**src/rtl/pipeline_output_buffer_if.sv**
```systemverilog
// Handshake bundle between the upstream shift pipeline, the output buffer and its consumer.
// The slave modport is the buffer's view; the master modport is the surrounding environment.
interface pipeline_output_buffer_if #(
  parameter int unsigned WIDTH = 8,
  parameter int unsigned DEPTH = 4
);
  localparam int unsigned CW = $clog2(DEPTH) + 1;

  logic [WIDTH-1:0] in_data;
  logic             in_valid;
  logic             in_ready;
  logic [WIDTH-1:0] out_data;
  logic             out_valid;
  logic             out_ready;
  logic [CW-1:0]    count;
  logic             overflow;
  logic [7:0]       accepted;

  modport slave (
    input  in_data,
    input  in_valid,
    output in_ready,
    output out_data,
    output out_valid,
    input  out_ready,
    output count,
    output overflow,
    output accepted
  );

  modport master (
    output in_data,
    output in_valid,
    input  in_ready,
    input  out_data,
    input  out_valid,
    output out_ready,
    input  count,
    input  overflow,
    input  accepted
  );
endinterface

```
**src/rtl/pipeline_output_buffer.sv**
```systemverilog
// First-word fall-through output buffer for the 4-stage shift pipeline.
// Writes are refused while full (sticky overflow flag records the drop); in_ready depends only
// on registered occupancy so there is no combinational path from out_ready back upstream.
module pipeline_output_buffer #(
  parameter int unsigned WIDTH = 8,
  parameter int unsigned DEPTH = 4
) (
  input logic                    clk,
  input logic                    reset,
  pipeline_output_buffer_if.slave bus
);
  localparam int unsigned AW = $clog2(DEPTH);
  localparam int unsigned CW = AW + 1;
  localparam logic [CW-1:0] FullCount = CW'(DEPTH);

  logic [WIDTH-1:0] mem_q [DEPTH];
  logic [AW-1:0]    wr_ptr_q, wr_ptr_d;
  logic [AW-1:0]    rd_ptr_q, rd_ptr_d;
  logic [CW-1:0]    count_q, count_d;
  logic             overflow_q, overflow_d;
  logic [7:0]       accepted_q, accepted_d;

  logic in_ready, out_valid, wr_en, rd_en;

  assign in_ready  = (count_q != FullCount);
  assign out_valid = (count_q != '0);
  assign wr_en     = bus.in_valid & in_ready;
  assign rd_en     = out_valid & bus.out_ready;

  assign bus.in_ready  = in_ready;
  assign bus.out_valid = out_valid;
  assign bus.out_data  = mem_q[rd_ptr_q];
  assign bus.count     = count_q;
  assign bus.overflow  = overflow_q;
  assign bus.accepted  = accepted_q;

  // Next-state: pointers wrap naturally because DEPTH is a power of two.
  always_comb begin
    wr_ptr_d   = wr_ptr_q;
    rd_ptr_d   = rd_ptr_q;
    count_d    = count_q;
    accepted_d = accepted_q;
    overflow_d = overflow_q;

    if (wr_en) begin
      wr_ptr_d   = wr_ptr_q + AW'(1);
      accepted_d = accepted_q + 8'd1;
    end
    if (rd_en) begin
      rd_ptr_d = rd_ptr_q + AW'(1);
    end

    unique case ({wr_en, rd_en})
      2'b10:   count_d = count_q + CW'(1);
      2'b01:   count_d = count_q - CW'(1);
      default: count_d = count_q;
    endcase

    // A write presented while full is dropped, even if a read frees a slot this cycle.
    if (bus.in_valid && !in_ready) begin
      overflow_d = 1'b1;
    end
  end

  // Control state with synchronous active-low reset that overrides any transfer.
  always_ff @(posedge clk) begin
    if (!reset) begin
      wr_ptr_q   <= '0;
      rd_ptr_q   <= '0;
      count_q    <= '0;
      overflow_q <= 1'b0;
      accepted_q <= 8'd0;
    end else begin
      wr_ptr_q   <= wr_ptr_d;
      rd_ptr_q   <= rd_ptr_d;
      count_q    <= count_d;
      overflow_q <= overflow_d;
      accepted_q <= accepted_d;
    end
  end

  // Storage array; contents are don't-care after reset, so it is not cleared.
  always_ff @(posedge clk) begin
    if (reset && wr_en) begin
      mem_q[wr_ptr_q] <= bus.in_data;
    end
  end

endmodule

```
**src/flat_wrapper.sv**
```systemverilog
// flat-port wrapper written by rule: the top's interface ports become plain ports
module pipeline_output_buffer_flat 
#(
  parameter int unsigned WIDTH = 8,
  parameter int unsigned DEPTH = 4
)
  (clk, reset, bus_in_data, bus_in_valid, bus_in_ready, bus_out_data, bus_out_valid, bus_out_ready, bus_count, bus_overflow, bus_accepted);
  pipeline_output_buffer_if #(.WIDTH(WIDTH), .DEPTH(DEPTH)) bus_i ();
  input logic clk;
  input logic reset;
  input wire logic [$bits(bus_i.in_data)-1:0] bus_in_data;
  input wire logic [$bits(bus_i.in_valid)-1:0] bus_in_valid;
  output wire logic [$bits(bus_i.in_ready)-1:0] bus_in_ready;
  output wire logic [$bits(bus_i.out_data)-1:0] bus_out_data;
  output wire logic [$bits(bus_i.out_valid)-1:0] bus_out_valid;
  input wire logic [$bits(bus_i.out_ready)-1:0] bus_out_ready;
  output wire logic [$bits(bus_i.count)-1:0] bus_count;
  output wire logic [$bits(bus_i.overflow)-1:0] bus_overflow;
  output wire logic [$bits(bus_i.accepted)-1:0] bus_accepted;
  assign bus_i.in_data = bus_in_data;
  assign bus_i.in_valid = bus_in_valid;
  assign bus_in_ready = bus_i.in_ready;
  assign bus_out_data = bus_i.out_data;
  assign bus_out_valid = bus_i.out_valid;
  assign bus_i.out_ready = bus_out_ready;
  assign bus_count = bus_i.count;
  assign bus_overflow = bus_i.overflow;
  assign bus_accepted = bus_i.accepted;
  pipeline_output_buffer #(.WIDTH(WIDTH), .DEPTH(DEPTH)) u_core (.clk(clk), .reset(reset), .bus(bus_i));
endmodule
```
**config.mk**
```make
export PLATFORM = sky130hd
export DESIGN_NAME = pipeline_output_buffer_flat
export DESIGN_NICKNAME = d
export VERILOG_FILES = /design/src/rtl/pipeline_output_buffer_if.sv /design/src/rtl/pipeline_output_buffer.sv /design/src/flat_wrapper.sv
export SDC_FILE = /design/constraint.sdc
export NUM_CORES = 1
export LEC_CHECK = 0
export BUFFER_PORTS_ARGS = -buffer_cell sky130_fd_sc_hd__buf_2
export CORE_MARGIN = 2
export CORE_UTILIZATION = 45
export CTS_CLUSTER_SIZE = 14
export DETAILED_ROUTE_END_ITERATION = 7
export GPL_TIMING_DRIVEN = 0
export PLACE_DENSITY = 0.66
export SETUP_SLACK_MARGIN = 0.05
export SLEW_MARGIN = 20
export SYNTH_ARGS = -nofsm -noshare
export SYNTH_HDL_FRONTEND = slang
export SYNTH_SLANG_ARGS = --single-unit
```
**constraint.sdc**
```tcl
create_clock -name clk -period 2.4 [get_ports clk]
set_input_delay 0.24 -clock clk [delete_from_list [all_inputs] [get_ports clk]]
set_output_delay 0.24 -clock clk [all_outputs]
set_load 0.01 [all_outputs]
```
==> impl_metrics.py, run 1 <==
metrics = {
    "clock_network": {
        "cts.sinks": 50,
        "cts_buffers": 5,
        "clkTransAtPathRegs_ns": 0.08,
        "clk_latency_ns": 0.30,
        "cts_hold_buf": 0,
        "clk_path_buf_depth": 2,
        "root_buffer": "clkbuf_8",
        "cts_tree": "yes",
        "cts_max_level": 2,
    },
    "setup_path": {
        "crit_top_cell": "inv_1",
        "r2r-end": "u_core.bus.count[2]",
        "r2r_start": "u_core.bus.count[2]",
        "critPathRequiredTime_ns": 2.63,
        "endpoint_kind": "register",
        "crit_arrival_ns": 2.38,
        "critPathLaunch": "u_core.bus.count[2]",
        "cpPeakStageDelay_ns": 0.45,
        "rr_worst_depth": 9,
        "slowest_stage": "dfxtp_1",
        "cp-endpoint": "u_core.bus.count[2]",
        "crit_chain": "nor3b_4 -> nor2_1 -> inv_1 -> ha_1 -> inv_1 -> fa_1 -> xor2_1 -> or3_1 -> a21oi_1",
        "cp_top_family": "simple AND/OR/NAND/NOR gates",
        "worst-path-buf-inv": 2,
        "worstSetupStartpointType": "register",
        "crit_cells": 9,
        "crit_type": "reg2reg",
        "crit_path_max_fanout": 7,
        "rrSetupSlack_ns": 0.26,
    },
    "power": {
        "netSwitchingPower_uw": 613,
        "clkPwrFrac_pct": 29.4,
        "internal_power_mw": 1.66,
        "leakage_nw": 0.917,
        "seq_power_share_pct": 46.3,
        "ir_drop_mv": 0.415,
        "p_total_mw": 2.27,
        "pwr-share-comb_pct": 24.3,
        "switching_share_pct": 26.9,
        "power.density_nw_per_um2": 940,
    },
    "timing": {
        "drv_slew": 0,
        "worstMarginPinSlew_ns": 0.511,
        "fin_hold_ws_ns": 0.151,
        "setup_viol": 0,
        "fmax_ghz": 0.466,
        "finalCriticalPeriod_ns": 2.14,
        "timing.final.crit_share_pct": 89.3,
        "finalSetupTns_ns": 0,
        "rsz0062_at_grt": "no",
        "final_hold_viol_count": 0,
        "fin_skew_ns": 0.00731,
        "relSlewSlack_pct": 65.9,
    },
    "yosys": {
        "synth_fp_nets": 160,
        "yosysSeqAreaShare_pct": 64.7,
        "synthesis.area_um2": 2040,
        "syn_avg_cell_area_um2": 14.5,
        "ys_ff_latch": 50,
        "syn_inst": 141,
        "synth_warnings": 0,
        "yosysUniqueCellTypes": 29,
    },
    "route": {
        "detail_route.vias_per_cell": 5.33,
        "drc": 0,
        "drt-pass1-iter-count": 4,
        "drtAntennaViolNets": 0,
        "vias": 1247,
        "routedWlPerCell_um": 15.4,
        "drt_first_iter_violations": 39,
        "totalWireLength_um": 3600,
    },
    "hold_path": {
        "worstHoldStart": "bus_in_data[3]",
        "hold_path_class": "in2reg",
    },
    "final_layout": {
        "antenna_cells": 0,
        "fin_cells": 234,
        "final_core_util_pct": 55.6,
        "drive_gt1_share_pct": 32.4,
        "nFillCells": 360,
        "fin_nets": 200,
        "area_growth_pct": 18.4,
    },
    "floorplanning": {
        "fp.dieH_um": 71.4,
        "io-pin-count": 34,
        "core_area_um2": 4350,
        "start_util_pct": 46.9,
        "rows": 24,
        "die_area_um2": 5100,
        "die_x_um": 71.4,
    },
    "place": {
        "place_inst": 225,
        "place_hpwl_um": 2520,
        "io_buffers": 32,
        "place_congestion": 0.739,
    },
    "global_route": {
        "grt_max_degree": 16,
        "overflow": 0,
        "grt_usage_pct": 15.6,
        "grt_pass1_vias": 1258,
        "grt_pass1_wl_um": 6020,
        "grt_antenna_before_repair": 0,
    },
    "outcome": {
        "status": "complete, no violations",
    },
    "job": {
        "cap_violations": 0,
    },
}
==> synthesized netlist by cell type <==
| library cell | count | area [um2] |
|---|---|---|
| edfxtp_1 | 32 | 961 |
| dfxtp_1 | 18 | 360 |
| a21oi_1 | 12 | 60.1 |
| inv_1 | 9 | 33.8 |
| mux4_2 | 8 | 180 |
| nor2_1 | 8 | 30.0 |
| o21ai_0 | 7 | 35.0 |
| ha_1 | 6 | 75.1 |
| nand3_1 | 6 | 30.0 |
| and3_1 | 4 | 25.0 |
| or3_2 | 4 | 30.0 |
| o31ai_1 | 3 | 22.5 |
| or4_1 | 3 | 22.5 |
| xor2_1 | 3 | 26.3 |
| buf_4 | 2 | 15.0 |
| nand2_1 | 2 | 7.51 |
| nand4_1 | 2 | 12.5 |
| buf_1 | 1 | 3.75 |
| buf_2 | 1 | 5.00 |
| clkbuf_1 | 1 | 3.75 |
| fa_1 | 1 | 20.0 |
| mux2i_1 | 1 | 10.0 |
| nand2b_1 | 1 | 6.26 |
| nand4_4 | 1 | 21.3 |
| nor3b_2 | 1 | 12.5 |
| o311ai_0 | 1 | 8.76 |
| o31a_2 | 1 | 10.0 |
| or3_1 | 1 | 6.26 |
| xnor2_1 | 1 | 8.76 |
==> routing by layer <==
metal / routed length (um) / part of all wire (%) / global-route usage (%)
met1: 1600 / 44 / 19.8
met2: 1770 / 49 / 25.7
met3: 174 / 4.8 / 4.22
met4: 54 / 1.5 / 5.87
met5: 0 / 0 / 0
==> area by class of cell <==
type | count | area (um2) | share of cell area (%)
buffer | 5 | 27.5 | 1.14
multi-input combinational | 77 | 667 | 27.6
clock inverter | 1 | 30.0 | 1.24
timing repair buffer | 33 | 168 | 6.93
clock buffer | 7 | 108 | 4.45
sequential | 50 | 1320 | 54.6
tap | 52 | 65.1 | 2.69
inverter | 9 | 33.8 | 1.40
==> state kept, by name, indices dropped and copies added, names as in the netlist, named ones only <==
name,count
u_core.bus.overflow,1
u_core.wr_ptr_q,2
u_core.mem_q,32
u_core.rd_ptr_q,2
u_core.bus.accepted,8
u_core.bus.count,3
==> power by group through the flow <==
stage	combinational, mW	sequential (mW)	clock [mW]
after detailed placement	0.551	1.07	0
after global routing	0.615	1.06	0.718
after CTS	0.566	1.05	0.686
after floorplan	0.373	1.07	0
final	0.552	1.05	0.668
after global placement	0.530	1.06	0
==> how the worst min path moves through the flow <==
stage                                    end  slack [ns]  cells after the start
after global routing      u_core.mem_q[0][3]        0.15                      1
after global placement    u_core.mem_q[0][3]        0.45                      1
final                     u_core.mem_q[0][3]        0.15                      1
after CTS                 u_core.mem_q[0][3]        0.14                      1
after floorplan           u_core.mem_q[0][0]        0.34                      0
after detailed placement  u_core.mem_q[1][4]        0.46                      1
==> kinds of logic (layout without fill, tap and decap cells) <==
logic type               Yosys count  in the layout  synth area share, %
adder cells (fa/ha/maj)            7              7                 4.65
AO/OA/AOI/OAI                     24             24                 6.67
flip-flops                        50             50                 64.7
XOR/XNOR                           4              4                 1.71
multiplexers                       9              9                 9.31
buffers and inverters             14             55                 3.00
AND/OR/NAND/NOR                   33             33                 9.98
==> stage by stage <==
stage	setup WS (ns)	instance area, um2
5_1_grt	0.0684	2420
4_1_cts	0.258	2420
3_3_place_gp	0.0523	2270
2_1_floorplan	0.235	2040
3_5_place_dp	-0.0561	2270
6_report	0.256	2420
==> cell usage in the layout (no fill, tap or decap), drive strengths merged, types with 2 or more instances in the layout <==
master,netlist,final
o21ai,7,7
nor2,8,8
and3,4,4
xor2,3,3
edfxtp,32,32
inv,9,9
dfxtp,18,18
nand2,2,2
buf,4,37
mux4,8,8
ha,6,6
or3,5,5
clkbuf,1,8
or4,3,3
nand4,3,3
nand3,6,6
o31ai,3,3
a21oi,12,12
==> worst register-to-register path: cells and delay by family (launching register included) <==
family,cells,cell delay [ns]
simple gates,3,0.66
fa+ha+maj,2,0.55
flops,1,0.45
xor+xnor,1,0.15
compound gates,1,0.14
buf+inv,2,0.13
==> what timing repair did <==
action | CTS | global route
setup endpoints to repair | 1 | 0
gates resized for setup | 1 | 0
setup buffers | 1 | 0
No activity file was read; power rests on OpenSTA's default activity.
==> inputs of run 2 (changes only) <==
--- a/config.mk
+++ b/config.mk
@@ -7,11 +7,10 @@
 export LEC_CHECK = 0
 export BUFFER_PORTS_ARGS = -buffer_cell sky130_fd_sc_hd__buf_2
 export CORE_MARGIN = 2
-export CORE_UTILIZATION = 45
+export CORE_UTILIZATION = 40
 export CTS_CLUSTER_SIZE = 14
 export DETAILED_ROUTE_END_ITERATION = 7
 export GPL_TIMING_DRIVEN = 0
-export PLACE_DENSITY = 0.66
 export SETUP_SLACK_MARGIN = 0.05
 export SLEW_MARGIN = 20
 export SYNTH_ARGS = -nofsm -noshare
==> constraint.sdc (replaced) <==
create_clock -name clk -period 2.7 [get_ports clk]
set_input_delay 0.27 -clock clk [delete_from_list [all_inputs] [get_ports clk]]
set_output_delay 0.27 -clock clk [all_outputs]
set_load 0.01 [all_outputs]
==> run 2 against run 1 <==
Net effect: register-to-register slack improved by 0.11 ns; setup slack improved by 0.11 ns; clock-buffer cell count decreased by 2; critical path type unchanged; largest cell class unchanged.
==> impl_metrics.py, run 2 (synthesis results as in run 1) <==
metrics = {
    "outcome": {
        "status": "complete, no violations",
    },
    "power": {
        "leakage_nw": 0.896,
        "pwr-share-comb_pct": 25.3,
        "seq_power_share_pct": 48.4,
        "power.density_nw_per_um2": 801,
        "clkPwrFrac_pct": 26.2,
        "switching_share_pct": 28.0,
        "netSwitchingPower_uw": 540,
        "internal_power_mw": 1.39,
        "ir_drop_mv": 0.304,
    },
    "setup_path": {
        "slowest_stage": "dfxtp_1",
        "crit_path_max_fanout": 9,
        "crit_chain": "nor3b_4 -> nor2_1 -> inv_1 -> ha_1 -> inv_1 -> fa_1 -> xor2_1 -> or3_1 -> a21oi_1",
        "crit_top_cell": "inv_1",
        "crit_arrival_ns": 2.57,
        "rr_worst_depth": 9,
        "crit_type": "reg2reg",
        "cp-endpoint": "u_core.bus.count[2]",
        "endpoint_kind": "register",
        "worstSetupStartpointType": "register",
        "critPathLaunch": "u_core.bus.count[2]",
        "r2r-end": "u_core.bus.count[2]",
        "r2r_start": "u_core.bus.count[2]",
        "critPathRequiredTime_ns": 2.93,
        "rrSetupSlack_ns": 0.36,
        "cpPeakStageDelay_ns": 0.43,
    },
    "clock_network": {
        "cts_max_level": 2,
        "clkTransAtPathRegs_ns": 0.09,
        "clk_latency_ns": 0.30,
        "cts.sinks": 50,
        "cts_tree": "yes",
        "cts_buffers": 5,
        "clk_path_buf_depth": 2,
        "root_buffer": "clkbuf_8",
    },
    "timing": {
        "drv_slew": 0,
        "fin_skew_ns": 0.00814,
        "rsz0062_at_grt": "no",
        "finalSetupTns_ns": 0,
        "timing.final.crit_share_pct": 86.5,
        "finalCriticalPeriod_ns": 2.34,
        "final_hold_viol_count": 0,
        "worstMarginPinSlew_ns": 0.491,
        "fmax_ghz": 0.428,
        "relSlewSlack_pct": 67.3,
        "setup_ws_ns": 0.363,
        "setup_viol": 0,
    },
    "final_layout": {
        "fin_nets": 199,
        "multiInputGateArea_um2": 667,
        "fin_cells": 251,
        "nFillCells": 478,
        "antenna_cells": 0,
        "area_growth_pct": 17.8,
        "final_common_cell": "buf_2",
        "regArea_um2": 1320,
        "layout_common_cells": "buf_2 (33), edfxtp_1 (32), dfxtp_1 (18)",
        "largest_reg_flops": 32,
        "drive_gt1_share_pct": 32.0,
        "design_area_um2": 2410,
        "regMostFlops": "u_core.mem_q",
        "final_core_util_pct": 48.0,
    },
    "route": {
        "totalWireLength_um": 3660,
        "routedWlPerCell_um": 14.6,
        "drtAntennaViolNets": 0,
        "detail_route.vias_per_cell": 5.12,
        "vias": 1286,
        "drt-pass1-iter-count": 4,
        "drt_first_iter_violations": 49,
        "drc": 0,
    },
    "place": {
        "dp_slack_ns": 0.238,
        "place_inst": 243,
        "place_hpwl_um": 2640,
        "io_buffers": 32,
        "place_congestion": 0.762,
        "dpl_cell_area_um2": 2290,
    },
    "floorplanning": {
        "die_area_um2": 5700,
        "core_area_um2": 5010,
        "die_x_um": 75.5,
        "rows": 26,
        "fp.dieH_um": 75.5,
        "io-pin-count": 34,
        "start_util_pct": 40.8,
    },
    "hold_path": {
        "hold_path_class": "in2reg",
    },
    "global_route": {
        "grt_pass1_vias": 1278,
        "grt_pass1_wl_um": 5890,
        "overflow": 0,
        "grt_usage_pct": 14.3,
        "grt_antenna_before_repair": 0,
        "grt_max_degree": 16,
    },
    "job": {
        "cap_violations": 0,
    },
}
run 2: cell count changes in the layout (fill, tap and decap cells not counted):
cell        previous run  this run
buf_4                  3         2
clkbuf_16              1         0
clkbuf_8               6         5
clkinv_2               0         1
clkinvlp_2             0         1
run 2: critical path, delay by kind of cell (launching register included):
kind	cells	cell delay [ns]
xor gates and xnor gates	1	0.16
buffers and inverters	2	0.15
AOI/OAI and AO/OA	1	0.14
adders and majority gates	2	0.56
and+or+nand+nor	3	0.85
DFF	1	0.43
run 2: final cells by class:
class,instances,share of cell area [%]
Tap cell,70,3.64
Clock inverter,3,1.66
Clock buffer,5,2.86
Timing Repair Buffer,32,6.66
Inverter,9,1.40
Multi-Input combinational cell,77,27.7
Sequential cell,50,54.9
Buffer,5,1.14
run 2: how the worst min path moves through the flow:
| stage | startpoint | cells past startpoint | end | slack, ns |
|---|---|---|---|---|
| 6_report | bus_in_data[6] | 1 | u_core.mem_q[1][6] | 0.19 |
| 3_3_place_gp | u_core.bus.overflow | 2 | u_core.bus.overflow | 0.45 |
| 4_1_cts | bus_in_data[6] | 1 | u_core.mem_q[0][6] | 0.18 |
| 5_1_grt | bus_in_data[1] | 1 | u_core.mem_q[3][1] | 0.18 |
| 2_1_floorplan | bus_in_data[0] | 0 | u_core.mem_q[0][0] | 0.37 |
| 3_5_place_dp | u_core.bus.accepted[7] | 2 | u_core.bus.accepted[7] | 0.48 |
run 2: per-stage QoR:
step / hold WS, ns / power [mW]
6_report: 0.189 / 1.93
2_1_floorplan: 0.369 / 1.28
4_1_cts: 0.176 / 1.95
5_1_grt: 0.179 / 2.04
3_5_place_dp: 0.477 / 1.44
3_3_place_gp: 0.447 / 1.42
run 2: timing repair:
action,CTS,global route
endpoints found under the hold margin,0,0
setup buffers,0,0
setup endpoints to repair,0,1
hold buffers,0,0
resized for setup,0,1
run 2: power groups by stage:
stage | logic, mW | registers, mW | clock network [mW]
3_3_place_gp | 0.475 | 0.942 | 0
4_1_cts | 0.495 | 0.930 | 0.526
2_1_floorplan | 0.331 | 0.947 | 0
5_1_grt | 0.547 | 0.944 | 0.550
3_5_place_dp | 0.493 | 0.948 | 0
6_report | 0.488 | 0.933 | 0.506
run 2: per-layer routing:
metal	global-route usage, %	share of wire (%)	vias to the layer above
li1	-	-	611
met4	6.04	2.2	0
met5	0	0	-
met3	3.70	4.8	8
met2	25.8	53	38
met1	15.9	41	629
